**src/rtl/swdebounce_pkg.sv**
```systemverilog
// Shared definitions for the switch debouncer: state encoding, default sizing, counter-width helper.
// Latency: not applicable (declarations only).
// Backpressure: not applicable.
package swdebounce_pkg;

   // Per-bit debounce FSM states
   typedef enum logic {
      DB_IDLE   = 1'b0,
      DB_SETTLE = 1'b1
   } db_state_t;

   // Default hold time and the counter width that covers it
   localparam int DEF_TIMEOUT = 100000;
   localparam int DEF_CW      = 17;

   // Smallest counter width able to represent TIMEOUT (so 2**cw > timeout)
   function automatic int min_cw(input int timeout);
      return $clog2(timeout + 1);
   endfunction

endpackage

```
**src/rtl/debounce_bit.sv**
```systemverilog
// One switch bit: 2-FF synchronizer, IDLE/SETTLE FSM and hold counter.
// Latency: TIMEOUT+1 clocks from first sample of a held level to o_lvl.
// Backpressure: none; the bit free-runs and any return to the old level restarts the count.
module debounce_bit
   import swdebounce_pkg::*;
#(
   parameter int TIMEOUT = DEF_TIMEOUT,
   parameter int CW      = DEF_CW
) (
   input  logic i_clk,
   input  logic i_reset,
   input  logic i_sw,
   output logic o_lvl,
   output logic o_commit,
   output logic o_settle
);

   localparam logic [CW-1:0] CNT_LAST = CW'(TIMEOUT - 1);
   localparam logic [CW-1:0] CNT_ONE  = CW'(1);

   logic          r_q1;
   logic          r_s;
   logic          r_out;
   db_state_t     r_state;
   logic [CW-1:0] r_cnt;

   db_state_t     w_state_nxt;
   logic [CW-1:0] w_cnt_nxt;
   logic          w_out_nxt;
   logic          w_diff;
   logic          w_done;
   logic          w_commit;

   assign w_diff = (r_s != r_out);
   assign w_done = (r_cnt == CNT_LAST);

   // State register: synchronizer, FSM state, counter and accepted level
   always_ff @(posedge i_clk) begin
      if (i_reset) begin
         r_q1    <= 1'b0;
         r_s     <= 1'b0;
         r_out   <= 1'b0;
         r_state <= DB_IDLE;
         r_cnt   <= '0;
      end else begin
         r_q1    <= i_sw;
         r_s     <= r_q1;
         r_out   <= w_out_nxt;
         r_state <= w_state_nxt;
         r_cnt   <= w_cnt_nxt;
      end
   end

   // Next state: start settling on a difference, abort on return, leave once the window expires
   always_comb begin
      w_state_nxt = r_state;
      w_cnt_nxt   = r_cnt;
      case (r_state)
         DB_IDLE: begin
            if (w_diff) begin
               w_state_nxt = DB_SETTLE;
               w_cnt_nxt   = CNT_ONE;
            end else begin
               w_cnt_nxt   = '0;
            end
         end
         DB_SETTLE: begin
            if (!w_diff || w_done) begin
               w_state_nxt = DB_IDLE;
               w_cnt_nxt   = '0;
            end else begin
               w_cnt_nxt   = r_cnt + CNT_ONE;
            end
         end
         default: begin
            w_state_nxt = DB_IDLE;
            w_cnt_nxt   = '0;
         end
      endcase
   end

   // Outputs: commit only when the new level held through the full window
   always_comb begin
      w_commit  = (r_state == DB_SETTLE) && w_diff && w_done;
      w_out_nxt = w_commit ? r_s : r_out;
   end

   assign o_lvl    = r_out;
   assign o_commit = w_commit;
   assign o_settle = (r_state == DB_SETTLE);

endmodule

```
**src/rtl/swdebounce.sv**
```systemverilog
// Synchronizes and debounces the slide-switch bus, one independent debouncer per bit.
// Latency: TIMEOUT+1 clocks from first sample of a held level to o_sw / o_changed.
// Backpressure: none; o_changed pulses once per commit edge, o_busy flags any bit mid-settle.
module swdebounce
   import swdebounce_pkg::*;
#(
   parameter int NW      = 9,
   parameter int TIMEOUT = DEF_TIMEOUT,
   parameter int CW      = DEF_CW
) (
   input  logic          i_clk,
   input  logic          i_reset,
   input  logic [NW-1:0] i_sw,
   output logic [NW-1:0] o_sw,
   output logic          o_changed,
   output logic          o_busy
);

   // Reject sizings where the counter cannot reach TIMEOUT-1 or the window is degenerate
   if ((TIMEOUT < 2) || (CW < min_cw(TIMEOUT))) begin : g_bad_param
      $error("swdebounce: need TIMEOUT >= 2 and 2**CW > TIMEOUT");
   end

   logic [NW-1:0] w_commit;
   logic [NW-1:0] w_settle;
   logic          r_changed;

   for (genvar k = 0; k < NW; k++) begin : g_bit
      debounce_bit #(
         .TIMEOUT (TIMEOUT),
         .CW      (CW)
      ) u_bit (
         .i_clk    (i_clk),
         .i_reset  (i_reset),
         .i_sw     (i_sw[k]),
         .o_lvl    (o_sw[k]),
         .o_commit (w_commit[k]),
         .o_settle (w_settle[k])
      );
   end

   // One pulse per commit edge, however many bits commit together
   always_ff @(posedge i_clk) begin
      if (i_reset) begin
         r_changed <= 1'b0;
      end else begin
         r_changed <= |w_commit;
      end
   end

   assign o_changed = r_changed;
   assign o_busy    = |w_settle;

endmodule

```
**config.mk**
```make
export PLATFORM = sky130hd
export DESIGN_NAME = swdebounce
export DESIGN_NICKNAME = d
export VERILOG_FILES = /design/src/rtl/swdebounce_pkg.sv /design/src/rtl/debounce_bit.sv /design/src/rtl/swdebounce.sv
export SDC_FILE = /design/constraint.sdc
export NUM_CORES = 1
export LEC_CHECK = 0
export BUFFER_PORTS_ARGS = -buffer_cell sky130_fd_sc_hd__buf_2
export CAP_MARGIN = 20
export CORE_MARGIN = 3
export CORE_UTILIZATION = 55
export CTS_CLUSTER_DIAMETER = 100
export DETAILED_ROUTE_END_ITERATION = 7
export GPL_ROUTABILITY_DRIVEN = 0
export PLACE_DENSITY = 0.8
export SLEW_MARGIN = 20
export SYNTH_ARGS = -nofsm -noshare
export SYNTH_HDL_FRONTEND = slang
export SYNTH_SLANG_ARGS = --single-unit
```
**constraint.sdc**
```tcl
create_clock -name i_clk -period 1.7 [get_ports i_clk]
set_input_delay 0.085 -clock i_clk [delete_from_list [all_inputs] [get_ports i_clk]]
set_output_delay 0.085 -clock i_clk [all_outputs]
set_load 0.05 [all_outputs]
```
==> run metrics, run 1 <==
CP Max Fanout 4; GRT overflow 0; TritonCTS clock tree built; Starting DRT DRC Count 324; CTS sink count 190; die area 16,100 um^2; Final Non-Filler Cells 1,207; R2R depth 5; power per cell area 832.6 nW/um^2; Detailed Routing Iterations Pass 1 4; port buffer count 21; DRC violations left 0; Avg WL per Cell 14.59 um; flop2flop setup slack -130 ps; Worst-path clk slew 70 ps; H-tree depth 4; status complete, but fails checks; # IOs 22; core area 14,100 um^2; layout cells sized above 1 24.83%; Max-Cap Viols 0; CP Class reg2reg; Mapped Nets 919; buffers plus inverters on the worst setup path 1; worst slew pin tran 515.8 ps; nets 1,034; Final Slew Violations 0; FF+latch count, synth 190; RR Endpoint g_bit[2].u_bit.o_settle; Static Leak 3.615 nW; Final ANT Viol Nets 0; Hold EP g_bit[8].u_bit.o_lvl; standard-cell rows 43; initial antenna violation count 0; total power 8.448 mW; largest net degree at the start of global routing 17; commonest non-fill, non-tap cell in the layout dfxtp_1; vias per cell 5.394; Initial Utilization 57.03%; slew margin rel. 65.56%; Final TNS setup -2684 ps; Worst Hold Depth 2; WP data required 2030 ps; fmax 547.3 MHz; Final Critical Period 1827 ps; Root Buffer clkbuf_16; crit path capture type flip-flop; register area share after synthesis 47.32%; WL final 17.61 mm; CP Data Arrival Time 2150 ps; Hold Crit Start i_reset; GRT Total Usage 20.95%; Fin Hold WS 31.99 ps; cell family with most CP delay simple AND/OR/NAND/NOR gates; Worst setup SP type flip-flop; Worst R2R Start g_bit[2].u_bit.r_cnt[5]; Area Overhead vs Synth 26.21%; first-pass GRT wire length 28.10 mm; via count 6,511; Critical-path top delay cell or4bb_4; unrepaired setup endpoints after global routing true; Fillers 968; failing checks setup timing; post-DP HPWL 10.54 mm; cells after synthesis 899; Critical Path, Cell by Cell or4bb_4 > nor4_4 > buf_4 > nand2_4 > and2_4; Syn. warnings 0; chip height 126.9 um; vias in the first global route 6,262; mapped cell area 8039 um^2; average cell area after synthesis 8.942 um^2; HP Class in2reg; Yosys cell types 45; period utilization 107.5%; dpl cells 1,151; Final setup viols 49; Setup WS post-layout -127.0 ps; slowest stage delay, CP 540 ps; clk_lat worst skew 430 ps; ANT cells 0; clock buffer count from CTS 17; clk_skew 6.962 ps; Worst Setup SP g_bit[2].u_bit.r_cnt[5]; Hold Fails Final Rpt 0; CTS Buffer Depth 2; Peak VDD IR 0.0007453 V; Die Wd 126.9 um; most frequent cells in the layout 169 x dfxtp_1, 149 x nor2_1, 85 x xor2_1
[cell type report]
cell class	instances	area (um^2)	area share, %
multi-input cells	667	4528	44.63
clock buffers	20	456.7	4.501
repair buffers	118	918.4	9.052
clock inverters	12	112.6	1.110
inverters	20	75.07	0.7399
flip-flops and latches	190	3830	37.75
well taps	180	225.2	2.220
[worst register-to-register path: cells and delay by family (launching register included)]
family	cells	cell delay, ps
buffers and inverters	1	220
DFF	1	320
and+or+nand+nor	4	1180
[worst max path at each step]
stage	cells past startpoint	end
floorplan	5	o_changed
global placement	5	o_changed
detailed placement	5	o_changed
CTS	5	o_changed
global route	5	o_changed
finish	5	g_bit[2].u_bit.o_settle
[cells in the mapped netlist, drive strengths merged]
| library cell | instances | area (um^2) |
|---|---|---|
| a41oi | 1 | 8.760 |
| or4bb | 1 | 11.26 |
| o22ai | 1 | 6.260 |
| or3 | 6 | 37.54 |
| nor4 | 13 | 102.6 |
| a21oi | 6 | 30.03 |
| or4b | 6 | 60.06 |
| nand2 | 56 | 210.2 |
| and2 | 17 | 106.4 |
| nor2 | 180 | 675.7 |
| xnor2 | 54 | 473.0 |
| nand4 | 34 | 212.7 |
| a31oi | 1 | 6.260 |
| ha | 9 | 112.6 |
| xor2 | 86 | 753.2 |
| nand4b | 2 | 17.52 |
| nand3 | 66 | 335.3 |
| nand3b | 2 | 22.52 |
| dfxtp | 190 | 3804 |
| nor2b | 30 | 187.7 |
| nor4bb | 5 | 50.05 |
| inv | 20 | 75.07 |
| a311oi | 1 | 8.760 |
| or4 | 3 | 30.03 |
| nand4bb | 2 | 22.52 |
| and3 | 21 | 131.4 |
| nand2b | 3 | 18.77 |
| clkbuf | 9 | 33.78 |
| and4 | 7 | 61.31 |
| mux2i | 7 | 70.07 |
| and4b | 1 | 10.01 |
| nor4b | 2 | 17.52 |
| buf | 17 | 118.9 |
| o21ai | 12 | 60.06 |
| a21boi | 2 | 15.01 |
| nor3 | 17 | 85.08 |
| o21a | 1 | 7.510 |
| or2 | 8 | 50.05 |
[cells by family after synthesis]
family | Yosys count | synth area share [%]
AND/OR/NAND/NOR | 482 | 30.55
flip-flops | 190 | 47.32
XOR/XNOR | 140 | 15.25
buffers and inverters | 46 | 2.833
AO/OA/AOI/OAI | 25 | 1.774
adder cells (fa/ha/maj) | 9 | 1.401
multiplexers | 7 | 0.8716
[report_power, final]
part,internal (mW),switching [mW],total [mW]
Clock,2.10,1.71,3.81
Sequential,4.48,0.0257,4.51
Combinational,0.0625,0.0682,0.131
Total,6.64,1.80,8.45
[registers in the layout, summed over array words and instances (netlist names)]
name and cells:
o_changed 1, g_bit.u_bit.r_q1 9, g_bit.u_bit.o_settle 9, g_bit.u_bit.r_s 9, g_bit.u_bit.r_cnt 153, g_bit.u_bit.o_lvl 9
[routing by layer]
metal | vias to the layer above | GRT usage [%] | wire [um]
met2 | 109 | 36.52 | 8988
met5 | - | 0 | 0
met3 | 34 | 3.411 | 511
met1 | 3121 | 26.04 | 7766
met4 | 0 | 7.886 | 340
li1 | 3247 | - | -
[what timing repair did]
action | 4_1_cts | 5_1_grt
buffers inserted | 2 | 9
pin swaps | 18 | 54
cloned | 2 | 3
hold buffers | 9 | 0
gates resized for setup | 19 | 110
setup endpoints to repair | 77 | 150
endpoints found under the hold margin | 9 | 0
[metrics by stage]
step                worst slack, ps  utilization (%)  area (um^2)
floorplan                    -18.06                -         8108
global placement             -69.65            63.05         8887
detailed placement           -137.1            63.05         8887
CTS                          -127.8            68.32         9630
global route                 -203.0            71.98        10150
finish                       -127.0            71.98        10150
Power figures use the tool's default switching activity.
==> run 2: changes to the inputs <==
Settings changed: CORE_MARGIN 3 to 4.
==> run 2 against run 1 <==
Net effect: the flow still finishes with violations (setup timing); sequential power about the same; count of clock-buffer cells in the layout down 3; setup slack better by 30 ps; core utilization down 0.75 points; via count down 2.0%; power up 2.7%; critical endpoint is now o_changed; largest power group unchanged.
==> run metrics, run 2 (same netlist as run 1, synthesis figures left out) <==
largest net degree at the start of global routing 20; Avg WL per Cell 13.84 um; via count 6,383; Setup Slack @ Placement -95.16 ps; WP data required 2060 ps; Area Overhead vs Synth 24.89%; crit path capture type flip-flop; clock buffer count from CTS 17; initial antenna violation count 0; Root Buffer clkbuf_16; Worst R2R Start g_bit[5].u_bit.r_cnt[8]; Static Leak 3.616 nW; H-tree depth 4; slew margin rel. 66.05%; Peak VDD IR 0.0007830 V; Setup WS post-layout -97.20 ps; most flop-heavy register g_bit.u_bit.r_cnt; commonest non-fill, non-tap cell in the layout dfxtp_1; most frequent cells in the layout 174 x dfxtp_1, 159 x nor2_1, 87 x buf_4; Critical-path top delay cell or4b_4; post-DP HPWL 10.65 mm; Fillers 1,028; first-pass GRT wire length 27.32 mm; HP Class in2reg; layout cells sized above 1 22.94%; status complete, but fails checks; Hold Crit Start i_sw[0]; failing checks setup timing; max FFs per register 153; CP Max Fanout 3; # IOs 22; Final Critical Period 1797 ps; Detailed Routing Iterations Pass 1 5; ANT cells 0; Max-Cap Viols 0; nets 1,040; Final setup viols 30; Critical Path, Cell by Cell or4b_4 > or4_4 > o22ai_4 > a311oi_1 > a41oi_1; chip height 128.9 um; Starting DRT DRC Count 368; clk_skew 7.237 ps; port buffer count 21; core area 14,100 um^2; Final ANT Viol Nets 0; Worst setup SP type flip-flop; power per cell area 864.4 nW/um^2; Worst Setup SP g_bit[5].u_bit.r_cnt[8]; CP Class reg2reg; fin util 71.22%; TritonCTS clock tree built; CP Data Arrival Time 2150 ps; slowest stage delay, CP 530 ps; Initial Utilization 57.03%; die area 16,610 um^2; Hold Fails Final Rpt 0; period utilization 105.7%; clk_lat worst skew 430 ps; worst slew pin tran 502.1 ps; unrepaired setup endpoints after global routing true; Die Wd 128.9 um; WL final 16.78 mm; vias in the first global route 5,983; CTS sink count 190; CTS Buffer Depth 2; vias per cell 5.262; Worst-path clk slew 70 ps; DRC violations left 0; fmax 556.4 MHz; GRT overflow 0; Final Slew Violations 0; GRT Total Usage 20.15%; standard-cell rows 43
-- run 2: cell count changes in the layout (fill, tap and decap cells not counted), moves of 3 or more --
cell,before,now
buf_4,82,87
nor2_1,149,159
nand3_1,59,65
inv_8,0,3
nor2_4,21,3
dfxtp_2,21,16
nor3_2,2,5
nor2_2,10,18
dfxtp_1,169,174
nand2_1,52,55
inv_6,1,5
nand3_2,6,1
buf_6,2,5
-- run 2: area by class of cell --
cell class	count	area (um^2)	area share (%)
well taps	180	225.2	2.243
multi-input cells	665	4339	43.22
flip-flops and latches	190	3824	38.09
inverters	20	75.07	0.7478
clock inverters	15	176.4	1.757
repair buffers	126	974.7	9.708
clock buffers	17	425.4	4.237
-- run 2: repair_timing --
| action | CTS | global route |
|---|---|---|
| setup buffers | 1 | 13 |
| endpoints found under the setup margin | 55 | 138 |
| gates cloned | 1 | 1 |
| resized for setup | 18 | 69 |
| endpoints found under the hold margin | 13 | 0 |
| hold buffers | 10 | 0 |
| pin swaps | 15 | 25 |
-- run 2: critical path, delay by kind of cell (launching register included) --
kind / cells / cell delay, ps
and+or+nand+nor: 2 / 1010
AOI/OAI and AO/OA: 3 / 410
DFF: 1 / 310
-- run 2: routing by layer --
metal / share of wire, % / vias to the layer above / wire length (um) / track usage (%)
li1: - / 3249 / - / -
met1: 45 / 3035 / 7568 / 26.01
met2: 51 / 84 / 8497 / 33.99
met3: 3.2 / 15 / 538 / 4.898
met4: 1.1 / 0 / 177 / 5.188
met5: 0 / - / 0 / 0
-- run 2: path summary, 6_finish.rpt --
kind,end,slack (ps),cells past startpoint
max reg2reg,o_changed,-100,5
max,o_changed,-100,5
min reg2reg,g_bit[1].u_bit.r_s,440,1
min,g_bit[0].u_bit.r_q1,390,3
-- run 2: where the power goes --
part | switching, mW | total, mW | internal (mW)
Sequential | 0.0239 | 4.50 | 4.48
Clock | 1.82 | 4.04 | 2.22
Combinational | 0.0683 | 0.133 | 0.0648
Total | 1.91 | 8.68 | 6.77
-- run 2: per-stage QoR --
step / setup TNS [ps] / std cells / area [um^2] / power (mW) / hold WS (ps)
2_1_floorplan: -165.1 / 899 / 8108 / 4.665 / 213.2
3_3_place_gp: -415.4 / 1155 / 8905 / 4.706 / 293.4
4_1_cts: -262.8 / 1199 / 9692 / 8.745 / 377.5
6_report: -1463 / 1213 / 10040 / 8.678 / 390.7
5_1_grt: -4687 / 1213 / 10040 / 8.977 / 423.8
3_5_place_dp: -1341 / 1155 / 8905 / 4.711 / 296.6
